**config.mk**
```make
export PLATFORM = sky130hd
export DESIGN_NAME = sar_adc_avg
export DESIGN_NICKNAME = d
export VERILOG_FILES = /design/src/rtl/sar_pkg.sv /design/src/rtl/sar_avg_acc.sv /design/src/rtl/sar_adc_avg.sv
export SDC_FILE = /design/constraint.sdc
export NUM_CORES = 1
export LEC_CHECK = 0
export ABC_AREA = 1
export BUFFER_PORTS_ARGS = -buffer_cell sky130_fd_sc_hd__clkbuf_2
export CAP_MARGIN = 5
export CORE_MARGIN = 3
export CORE_UTILIZATION = 51
export DETAILED_ROUTE_END_ITERATION = 10
export GPL_ROUTABILITY_DRIVEN = 1
export GPL_TIMING_DRIVEN = 0
export PLACE_DENSITY = 0.74
export SLEW_MARGIN = 20
export SYNTH_ARGS = -nofsm -noshare
export SYNTH_HDL_FRONTEND = slang
export SYNTH_HIERARCHICAL = 1
export SYNTH_SLANG_ARGS = --single-unit
```
**constraint.sdc**
```tcl
create_clock -name clk -period 1.92 [get_ports clk]
set_input_delay 0.192 -clock clk [delete_from_list [all_inputs] [get_ports clk]]
set_output_delay 0.192 -clock clk [all_outputs]
set_load 0.05 [all_outputs]
```
**src/rtl/sar_pkg.sv**
```systemverilog
// Shared types and sizing helpers for the SAR ADC averaging front end.
package sar_pkg;
  typedef enum logic [1:0] {IDLE, ARM, WAIT, GAP} state_t;

  localparam int DEF_ADC_WIDTH = 8;

  // Bits needed for a down-counter that is loaded with n-1.
  function automatic int cnt_width(input int n);
    return (n <= 2) ? 1 : $clog2(n);
  endfunction
endpackage

```
**src/rtl/sar_avg_acc.sv**
```systemverilog
// Sums 2^OSR_LOG2 samples, rounds half-up, holds the result on a valid/ready port.
// Result registers one cycle after the final sample; a result arriving while stalled is dropped and flagged.
module sar_avg_acc
  import sar_pkg::*;
#(
  parameter int ADC_WIDTH = DEF_ADC_WIDTH,
  parameter int OSR_LOG2  = 2
) (
  input  logic                 clk,
  input  logic                 rst,
  input  logic                 sample_vld,
  input  logic [ADC_WIDTH-1:0] sample,
  input  logic                 avg_ready,
  input  logic                 clr_flags,
  output logic [ADC_WIDTH-1:0] avg_data,
  output logic                 avg_valid,
  output logic                 overrun
);
  localparam int AW = ADC_WIDTH + OSR_LOG2;
  localparam int CW = OSR_LOG2 + 1;
  localparam logic [AW-1:0] RND  = AW'((2 ** OSR_LOG2) / 2);
  localparam logic [CW-1:0] LAST = CW'((2 ** OSR_LOG2) - 1);

  logic [AW-1:0]        acc;
  logic [AW-1:0]        sum;
  logic [AW-1:0]        rounded;
  logic [ADC_WIDTH-1:0] result;
  logic [CW-1:0]        cnt;
  logic                 done;
  logic                 drop;

  // Worst case sum plus rounding term stays below 2^AW, so no extra bit is needed.
  always_comb begin
    sum     = acc + AW'(sample);
    rounded = sum + RND;
    result  = ADC_WIDTH'(rounded >> OSR_LOG2);
    done    = sample_vld && (cnt == LAST);
    drop    = done && avg_valid && !avg_ready;
  end

  always_ff @(posedge clk) begin
    if (rst) begin
      acc       <= '0;
      cnt       <= '0;
      avg_data  <= '0;
      avg_valid <= 1'b0;
      overrun   <= 1'b0;
    end else begin
      if (sample_vld) begin
        if (done) begin
          acc <= '0;
          cnt <= '0;
        end else begin
          acc <= sum;
          cnt <= cnt + CW'(1);
        end
      end

      if (done && (!avg_valid || avg_ready)) begin
        avg_data  <= result;
        avg_valid <= 1'b1;
      end else if (avg_valid && avg_ready) begin
        avg_valid <= 1'b0;
      end

      if (drop) begin
        overrun <= 1'b1;
      end else if (clr_flags) begin
        overrun <= 1'b0;
      end
    end
  end
endmodule

```
**src/rtl/sar_adc_avg.sv**
```systemverilog
// Paces SAR_ADC conversions at a fixed PERIOD and averages 2^OSR_LOG2 results.
// Output valid one cycle after the final den; stalled output drops new results (overrun), missing den flags timeout.
module sar_adc_avg
  import sar_pkg::*;
#(
  parameter int ADC_WIDTH = DEF_ADC_WIDTH,
  parameter int OSR_LOG2  = 2,
  parameter int PERIOD    = 16,
  parameter int TIMEOUT   = 32
) (
  input  logic                 clk,
  input  logic                 rst,
  input  logic                 en,
  output logic                 start,
  input  logic                 den,
  input  logic [ADC_WIDTH-1:0] Dout,
  output logic [ADC_WIDTH-1:0] avg_data,
  output logic                 avg_valid,
  input  logic                 avg_ready,
  output logic                 overrun,
  output logic                 timeout,
  input  logic                 clr_flags
);
  localparam int PW = cnt_width(PERIOD);
  localparam int TW = cnt_width(TIMEOUT);
  localparam logic [PW-1:0] PER_LOAD = PW'(PERIOD - 1);
  localparam logic [TW-1:0] TO_LOAD  = TW'(TIMEOUT - 1);

  state_t        state;
  state_t        state_nxt;
  logic [PW-1:0] per_cnt;
  logic [TW-1:0] to_cnt;
  logic          sample_vld;
  logic          to_evt;
  logic          period_end;

  // per_cnt free-runs modulo PERIOD from ARM, so value 1 marks the cycle before every cadence slot.
  assign period_end = (per_cnt == PW'(1));

  always_comb begin
    state_nxt  = state;
    start      = 1'b0;
    sample_vld = 1'b0;
    to_evt     = 1'b0;
    case (state)
      IDLE: if (en) state_nxt = ARM;
      ARM: begin
        start     = 1'b1;
        state_nxt = WAIT;
      end
      WAIT: begin
        if (den) begin
          sample_vld = 1'b1;
          state_nxt  = GAP;
        end else if (to_cnt == '0) begin
          to_evt    = 1'b1;
          state_nxt = GAP;
        end
      end
      GAP: if (period_end) state_nxt = en ? ARM : IDLE;
      default: state_nxt = IDLE;
    endcase
  end

  always_ff @(posedge clk) begin
    if (rst) begin
      state   <= IDLE;
      per_cnt <= '0;
      to_cnt  <= '0;
      timeout <= 1'b0;
    end else begin
      state <= state_nxt;

      if (state == ARM) begin
        per_cnt <= PER_LOAD;
        to_cnt  <= TO_LOAD;
      end else if (state != IDLE) begin
        per_cnt <= (per_cnt == '0) ? PER_LOAD : per_cnt - PW'(1);
        if (state == WAIT && to_cnt != '0) to_cnt <= to_cnt - TW'(1);
      end

      if (to_evt) begin
        timeout <= 1'b1;
      end else if (clr_flags) begin
        timeout <= 1'b0;
      end
    end
  end

  sar_avg_acc #(
    .ADC_WIDTH(ADC_WIDTH),
    .OSR_LOG2 (OSR_LOG2)
  ) u_acc (
    .clk       (clk),
    .rst       (rst),
    .sample_vld(sample_vld),
    .sample    (Dout),
    .avg_ready (avg_ready),
    .clr_flags (clr_flags),
    .avg_data  (avg_data),
    .avg_valid (avg_valid),
    .overrun   (overrun)
  );
endmodule

```
==> flow_metrics.py, run 1 <==
metrics = {
    "sta": {
        "fin_ws_ns": -0.08526,
        "min_period_ns": 2.005,
        "worst_slew_pin_slew_ns": 0.5699,
        "rsz0062_at_grt": "true",
        "drv_slew": 0,
        "post-route-period-util_pct": 104.4,
        "hold_viol_final": 0,
        "max-slew-margin-rel_pct": 62.00,
        "tns_ns": -0.2127,
        "whs_ns": 0.1864,
        "setup_viol": 4,
        "max_freq_mhz": 498.7,
        "finClkSkew_ns": 0.002882,
    },
    "power": {
        "internal_power_mw": 1.782,
        "pwr-share-comb_pct": 52.4,
        "p_sw_share_pct": 44.71,
        "power.density_mw_per_mm2": 1141,
        "leakage_nw": 1.365,
        "p_switching_mw": 1.441,
        "irDropWorstVdd_v": 0.0008470,
        "clkPwrFrac_pct": 15.9,
        "p_seq_share_pct": 31.7,
        "power_mw": 3.223,
    },
    "die": {
        "start_util_pct": 54.25,
        "ios": 26,
        "die_area_sq_mm": 0.005588,
        "core_region_area_sq_mm": 0.004444,
        "num_rows": 24,
        "die_x_microns": 74.76,
        "die_h_microns": 74.76,
    },
    "cts": {
        "cts_inserted_buffers": 5,
        "cts-root-buf": "clkbuf_8",
        "cts_tree": "built",
        "clk_pin_slew_ns": 0.07,
        "cts.sinks": 35,
        "insertion_delay_ns": 0.28,
        "cts_max_path_buffers": 2,
        "h-tree-depth": 2,
    },
    "setup_path": {
        "crit_family": "adder cells",
        "crit_path_end_kind": "register",
        "cp.required_ns": 2.10,
        "path_buf_inv": 2,
        "critPathKind": "reg -> reg",
        "crit_top_cell": "ha_4",
        "cp_max_fo": 3,
        "cp_slowest_cell": "fa_2",
        "crit_arrival_ns": 2.19,
        "path_cells": "ha_4 > fa_2 > xnor2_2 > inv_2 > ha_4 > nand3_4 > nor2_4 > nand3_2 > o21bai_1 > nand3_1 > nand2_1 > inv_1",
        "critPathLaunchType": "register",
        "critPathMaxStageDelay_ns": 0.37,
    },
    "global_routing": {
        "grt_overflow_total": 0,
        "grt_max_degree": 11,
        "track_usage_pct": 19.56,
        "grt_pass1_vias": 2125,
        "grt_pass1_wl_mm": 8.549,
        "antenna_found_initial": 0,
    },
    "synth": {
        "synth_cells": 359,
        "netlist_area_sq_mm": 0.002411,
        "syn-num-nets": 393,
        "synth_cell_types": 35,
        "yosysWarningCount": 6,
        "yosysSeqAreaShare_pct": 29.06,
        "synth-seq-cells": 35,
        "avgSynthCellArea_sq_um": 6.716,
    },
    "final_layout": {
        "nets": 427,
        "final_layout_size_suffix_gt1_share_pct": 24.37,
        "final_common_cell": "nand2_1",
        "syn2layout_area_growth_pct": 17.13,
        "utilization_pct": 63.54,
        "antenna_cells": 0,
        "fin_cells": 446,
        "layout_common_cells": "nand2_1 (89), inv_1 (45), nand3_1 (32), nor2_1 (32), dfxtp_1 (32)",
    },
    "placed_design": {
        "placedCellCount": 435,
        "port_buffers": 24,
        "place_congestion": 0.8513,
        "dpl.hpwl_mm": 3.880,
    },
    "routing": {
        "dr_wl_met3_microns": 160,
        "highest_layer": "met4",
        "wire_per_inst_microns": 11.46,
        "drt.antenna.violating_nets": 0,
        "routed_wl_mm": 5.112,
        "vias": 2292,
        "route.met2.wl_mm": 2.615,
        "firstDrtPassIters": 4,
        "vias_per_cell": 5.139,
        "drc": 0,
        "wl_met1_mm": 2.258,
        "drt_iter0_markers": 104,
    },
    "status": {
        "status": "finished with violations",
        "violations": "setup timing",
    },
    "job": {
        "maxCapViolCount": 0,
    },
    "hold_path": {
        "hold_path.class": "in -> reg",
    },
}
layout make-up:
type                       instances  area (sq um)
timing repair buffer              27         142.6
tap                               52         65.06
sequential                        35         704.4
inverter                          57         227.7
buffer                             6         32.53
fill                             418          1620
clock buffer                       7         76.32
multi-input combinational        261          1570
clock inverter                     1         5.005
power by group through the flow:
stage | registers (mW) | logic (mW) | clock network, mW
2_1_floorplan | 1.01 | 1.31 | 0
3_3_place_gp | 1.02 | 1.54 | 0
3_5_place_dp | 1.02 | 1.59 | 0
4_1_cts | 1.01 | 1.61 | 0.532
5_1_grt | 1.04 | 1.92 | 0.560
6_report | 1.02 | 1.69 | 0.511
logic make-up after synthesis:
logic type / synth area share [%]
and+or+nand+nor: 38.71
buffers and inverters: 10.48
AOI/OAI and AO/OA: 10.33
DFF: 29.06
adders and majority gates: 10.69
xor gates and xnor gates: 0.7267
routing by layer:
metal	global-route usage, %	up-vias
met5	0	-
met4	7.510	0
met3	4.673	6
met2	35.71	36
met1	21.85	1046
li1	-	1204
synth_stat cells:
cell type	number	area share, %
clkbuf_1	4	0.62
a21oi_1	21	4.4
nand2_1	94	15
nand2_2	13	3.4
nand3_1	37	7.7
nand2_4	1	0.47
buf_2	2	0.42
o21bai_1	1	0.31
nand4_1	4	1.0
nand3_4	2	1.5
a211oi_1	1	0.31
nor2_2	3	0.78
clkinv_1	1	0.16
nand3_2	3	1.2
a31oi_1	1	0.26
dfxtp_1	35	29
a21oi_2	5	1.8
o21ai_0	8	1.7
inv_2	8	1.2
xor2_1	1	0.36
nand4_4	1	0.88
inv_1	47	7.3
a22o_1	1	0.36
bufinv_8	1	0.73
ha_1	19	9.9
fa_1	1	0.83
o211ai_1	2	0.62
xnor2_1	1	0.36
nor2_1	33	5.1
and3_1	1	0.26
nor2_4	2	0.93
nand3b_1	1	0.31
o31ai_1	1	0.31
a21boi_0	1	0.31
or2_1	2	0.52
metrics by stage:
stage / instance area [sq um] / setup slack, ns
4_1_cts: 2720 / -0.1464
3_3_place_gp: 2601 / -0.1503
2_1_floorplan: 2416 / -0.004512
5_1_grt: 2824 / -0.2114
3_5_place_dp: 2601 / -0.1848
6_report: 2824 / -0.08526
repair_timing:
action                                  4_1_cts  5_1_grt
endpoints found under the setup margin       16       18
hold buffers                                  0        0
cloned                                        0        0
pin swaps                                     3        7
setup buffers                                 0        3
gates resized for setup                      10       20
worst reg2reg max path, stage by stage, from the launching register on:
cell and delay, ns:
dfxtp_2 0.33, ha_4 0.16, fa_2 0.37, xnor2_2 0.16, inv_2 0.08, ha_4 0.14
nand3_4 0.08, nor2_4 0.15, nand3_2 0.09, o21bai_1 0.14, nand3_1 0.09, nand2_1 0.06
inv_1 0.04
sequential cells by signal, summed over array words and instances (netlist names):
register and flops:
u_acc/overrun 1, u_acc/cnt 3, state 2, u_acc/avg_valid 1
timeout 1, to_cnt 5, per_cnt 4, u_acc/avg_data 8
u_acc/acc 10
final timing paths:
path,from,endpoint,slack [ns],depth (start not counted)
min,clr_flags,u_acc/overrun,0.19,4
max,u_acc/acc[0],u_acc/avg_data[7],-0.09,12
max reg2reg,u_acc/acc[0],u_acc/avg_data[7],-0.09,12
min reg2reg,u_acc/acc[6],u_acc/acc[6],0.47,2
Power figures use the tool's default switching activity.
==> run 2, diff against run 1 <==
--- a/config.mk
+++ b/config.mk
@@ -6,5 +6,4 @@
 export NUM_CORES = 1
 export LEC_CHECK = 0
-export ABC_AREA = 1
 export BUFFER_PORTS_ARGS = -buffer_cell sky130_fd_sc_hd__clkbuf_2
 export CAP_MARGIN = 5
==> constraint.sdc (replaced) <==
create_clock -name clk -period 1.92 [get_ports clk]
set_input_delay 0.384 -clock clk [delete_from_list [all_inputs] [get_ports clk]]
set_output_delay 0.384 -clock clk [all_outputs]
set_load 0.05 [all_outputs]
==> flow_metrics.py, run 2 <==
metrics = {
    "status": {
        "status": "finished with violations",
        "violations": "setup timing",
    },
    "routing": {
        "routed_wl_mm": 5.522,
        "firstDrtPassIters": 4,
        "vias": 2082,
        "vias_per_cell": 5.751,
        "wire_per_inst_microns": 15.25,
        "drc": 0,
        "drt.antenna.violating_nets": 0,
        "drt_iter0_markers": 90,
    },
    "final_layout": {
        "seqCellArea_sq_um": 705.7,
        "syn2layout_area_growth_pct": 27.64,
        "final_common_cell": "nor2_1",
        "nets": 345,
        "layout_common_cells": "nor2_1 (32), dfxtp_1 (31), clkbuf_2 (25)",
        "top_regs": "u_acc/acc x10, u_acc/avg_data x8, to_cnt x5",
        "largest_reg_flops": 10,
        "final_area_sq_mm": 0.002918,
        "n_fill_cell": 313,
        "fin_cells": 362,
        "regMostFlops": "u_acc/acc",
        "antenna_cells": 0,
        "final_layout_size_suffix_gt1_share_pct": 34.94,
        "multiInputGateArea_sq_mm": 0.001737,
    },
    "synth": {
        "synth_compound_area_share_pct": 22.33,
        "syn-num-nets": 301,
        "synth_cells": 267,
        "synth_common_cells": "dfxtp_1 (35), nor2_1 (35), ha_1 (19)",
        "netlist.area_leader.share_pct": 30.65,
        "yosysWarningCount": 6,
        "synthMuxAreaShare_pct": 1.314,
        "netlist_area_sq_mm": 0.002286,
        "yosysSeqAreaShare_pct": 30.65,
        "synth-seq-cells": 35,
        "synth-simple-area-share_pct": 26.93,
        "async_flop_share_pct": 0,
        "synth_edf_count": 0,
        "avgSynthCellArea_sq_um": 8.562,
        "synth_top_family_by_area": "simple AND/OR/NAND/NOR gates",
        "synth_cell_types": 57,
        "yosys-top-cells-area": "dfxtp_1 (31%), ha_1 (10%), nor2_1 (5.7%)",
        "synth-adder-area-share_pct": 11.28,
        "synthXorXnorAreaFrac_pct": 3.065,
        "yosysTopAreaCell": "dfxtp_1",
        "synth_ff_type": "dfxtp_1",
    },
    "global_routing": {
        "track_usage_pct": 20.86,
        "grt_busiest_layer": "met2",
        "grtUsageMet1_pct": 29.68,
        "grt_pass1_vias": 1959,
        "grt_pass1_wl_mm": 8.742,
        "grtUsageMet3_pct": 3.719,
        "grt_max_degree": 11,
        "grtUsageMet2_pct": 32.36,
        "antenna_found_initial": 0,
        "grt_overflow_total": 0,
    },
    "cts": {
        "insertion_delay_ns": 0.28,
        "cts_tree": "built",
        "cts_max_path_buffers": 2,
        "clk_pin_slew_ns": 0.07,
        "cts-root-buf": "clkbuf_8",
        "cts_inserted_buffers": 5,
        "h-tree-depth": 2,
        "cts.sinks": 35,
    },
    "setup_path": {
        "critPathLaunchType": "register",
        "cp.required_ns": 2.09,
        "crit_path_end_kind": "register",
        "cp_max_fo": 3,
        "reg2reg_depth": 9,
        "crit_arrival_ns": 2.41,
        "critPathKind": "reg -> reg",
    },
    "sta": {
        "rsz0062_at_grt": "true",
        "hold_viol_final": 0,
        "max_freq_mhz": 445.4,
        "min_period_ns": 2.245,
        "drv_slew": 0,
        "fin_ws_ns": -0.3254,
        "setup_viol": 10,
        "finClkSkew_ns": 0.004626,
        "post-route-period-util_pct": 116.9,
        "worst_slew_pin_slew_ns": 0.5582,
        "max-slew-margin-rel_pct": 62.78,
    },
    "placed_design": {
        "placedCellCount": 342,
        "port_buffers": 25,
        "place_congestion": 0.8097,
        "placed_area_sq_mm": 0.002540,
        "dpl.hpwl_mm": 3.817,
    },
    "hold_path": {
        "hold_path.class": "in -> reg",
        "hold_depth": 2,
    },
    "power": {
        "power.density_mw_per_mm2": 1043,
        "leakage_nw": 1.159,
        "power_mw": 3.042,
        "irDropWorstVdd_v": 0.0006123,
    },
    "die": {
        "die_h_microns": 72.95,
        "num_rows": 23,
        "start_util_pct": 54.78,
        "ios": 26,
        "core_region_area_sq_mm": 0.004173,
        "die_area_sq_mm": 0.005322,
        "die_x_microns": 72.95,
    },
    "job": {
        "maxCapViolCount": 0,
    },
}
[run 2: path summary, 6_finish.rpt]
kind	start	end	slack, ns
max	u_acc/acc[0]	u_acc/avg_data[7]	-0.33
min	rst	state[0]	0.41
min reg2reg	u_acc/avg_data[0]	u_acc/avg_data[0]	0.46
max reg2reg	u_acc/acc[0]	u_acc/avg_data[7]	-0.33
[run 2: worst max-delay path: stages (launching register included)]
cell and delay, ns:
dfxtp_2 0.34, ha_4 0.16, fa_2 0.37, xor2_2 0.18, ha_2 0.22, o21ai_2 0.07
a2111oi_4 0.28, and3_4 0.27, and4_1 0.20, nor3_2 0.04
[run 2: per-layer routing]
layer	vias to the layer above	share of wire, %	wire (microns)
met1	960	48	2677
met5	-	0	0
met4	0	0.51	28
met3	4	4.8	266
li1	1061	-	-
met2	57	46	2550
[run 2: cells by family (layout without fill, tap and decap cells)]
| group | Yosys count | count (layout) |
|---|---|---|
| mux | 3 | 3 |
| xor+xnor | 8 | 8 |
| flops | 35 | 35 |
| buf+inv | 24 | 69 |
| compound gates | 68 | 68 |
| simple gates | 109 | 109 |
| fa+ha+maj | 20 | 20 |
[run 2: power breakdown]
part	internal (mW)	switching, mW	leakage [nW]
clock	0.254	0.254	0.0422
sequential	0.868	0.157	0.286
combinational	0.701	0.808	0.831
[run 2: cell type report]
class	count	share of cell area, %
Buffer	9	1.672
Sequential cell	35	24.19
Timing Repair Buffer	39	8.019
Inverter	13	1.672
Multi-Input combinational cell	208	59.52
Tap cell	50	2.144
Clock inverter	1	0.1715
Clock buffer	7	2.616
[run 2: what timing repair did]
item / CTS / global route
buffers inserted: 8 / 6
endpoints found under the setup margin: 20 / 23
hold buffers: 0 / 0
hold endpoints to repair: 0 / 0
resized for setup: 24 / 22
pin swaps: 26 / 14
[run 2: per-stage QoR]
step / hold slack [ns] / setup slack [ns] / util [%] / TNS (ns)
after global placement: 0.4433 / -0.6986 / 60.87 / -6.833
after floorplan: 0.4500 / -0.3130 / - / -1.182
final: 0.4056 / -0.3254 / 69.93 / -2.043
after detailed placement: 0.4515 / -0.6952 / 60.87 / -7.212
after global routing: 0.4167 / -0.4143 / 69.93 / -3.025
after CTS: 0.3760 / -0.3800 / 66.75 / -1.987
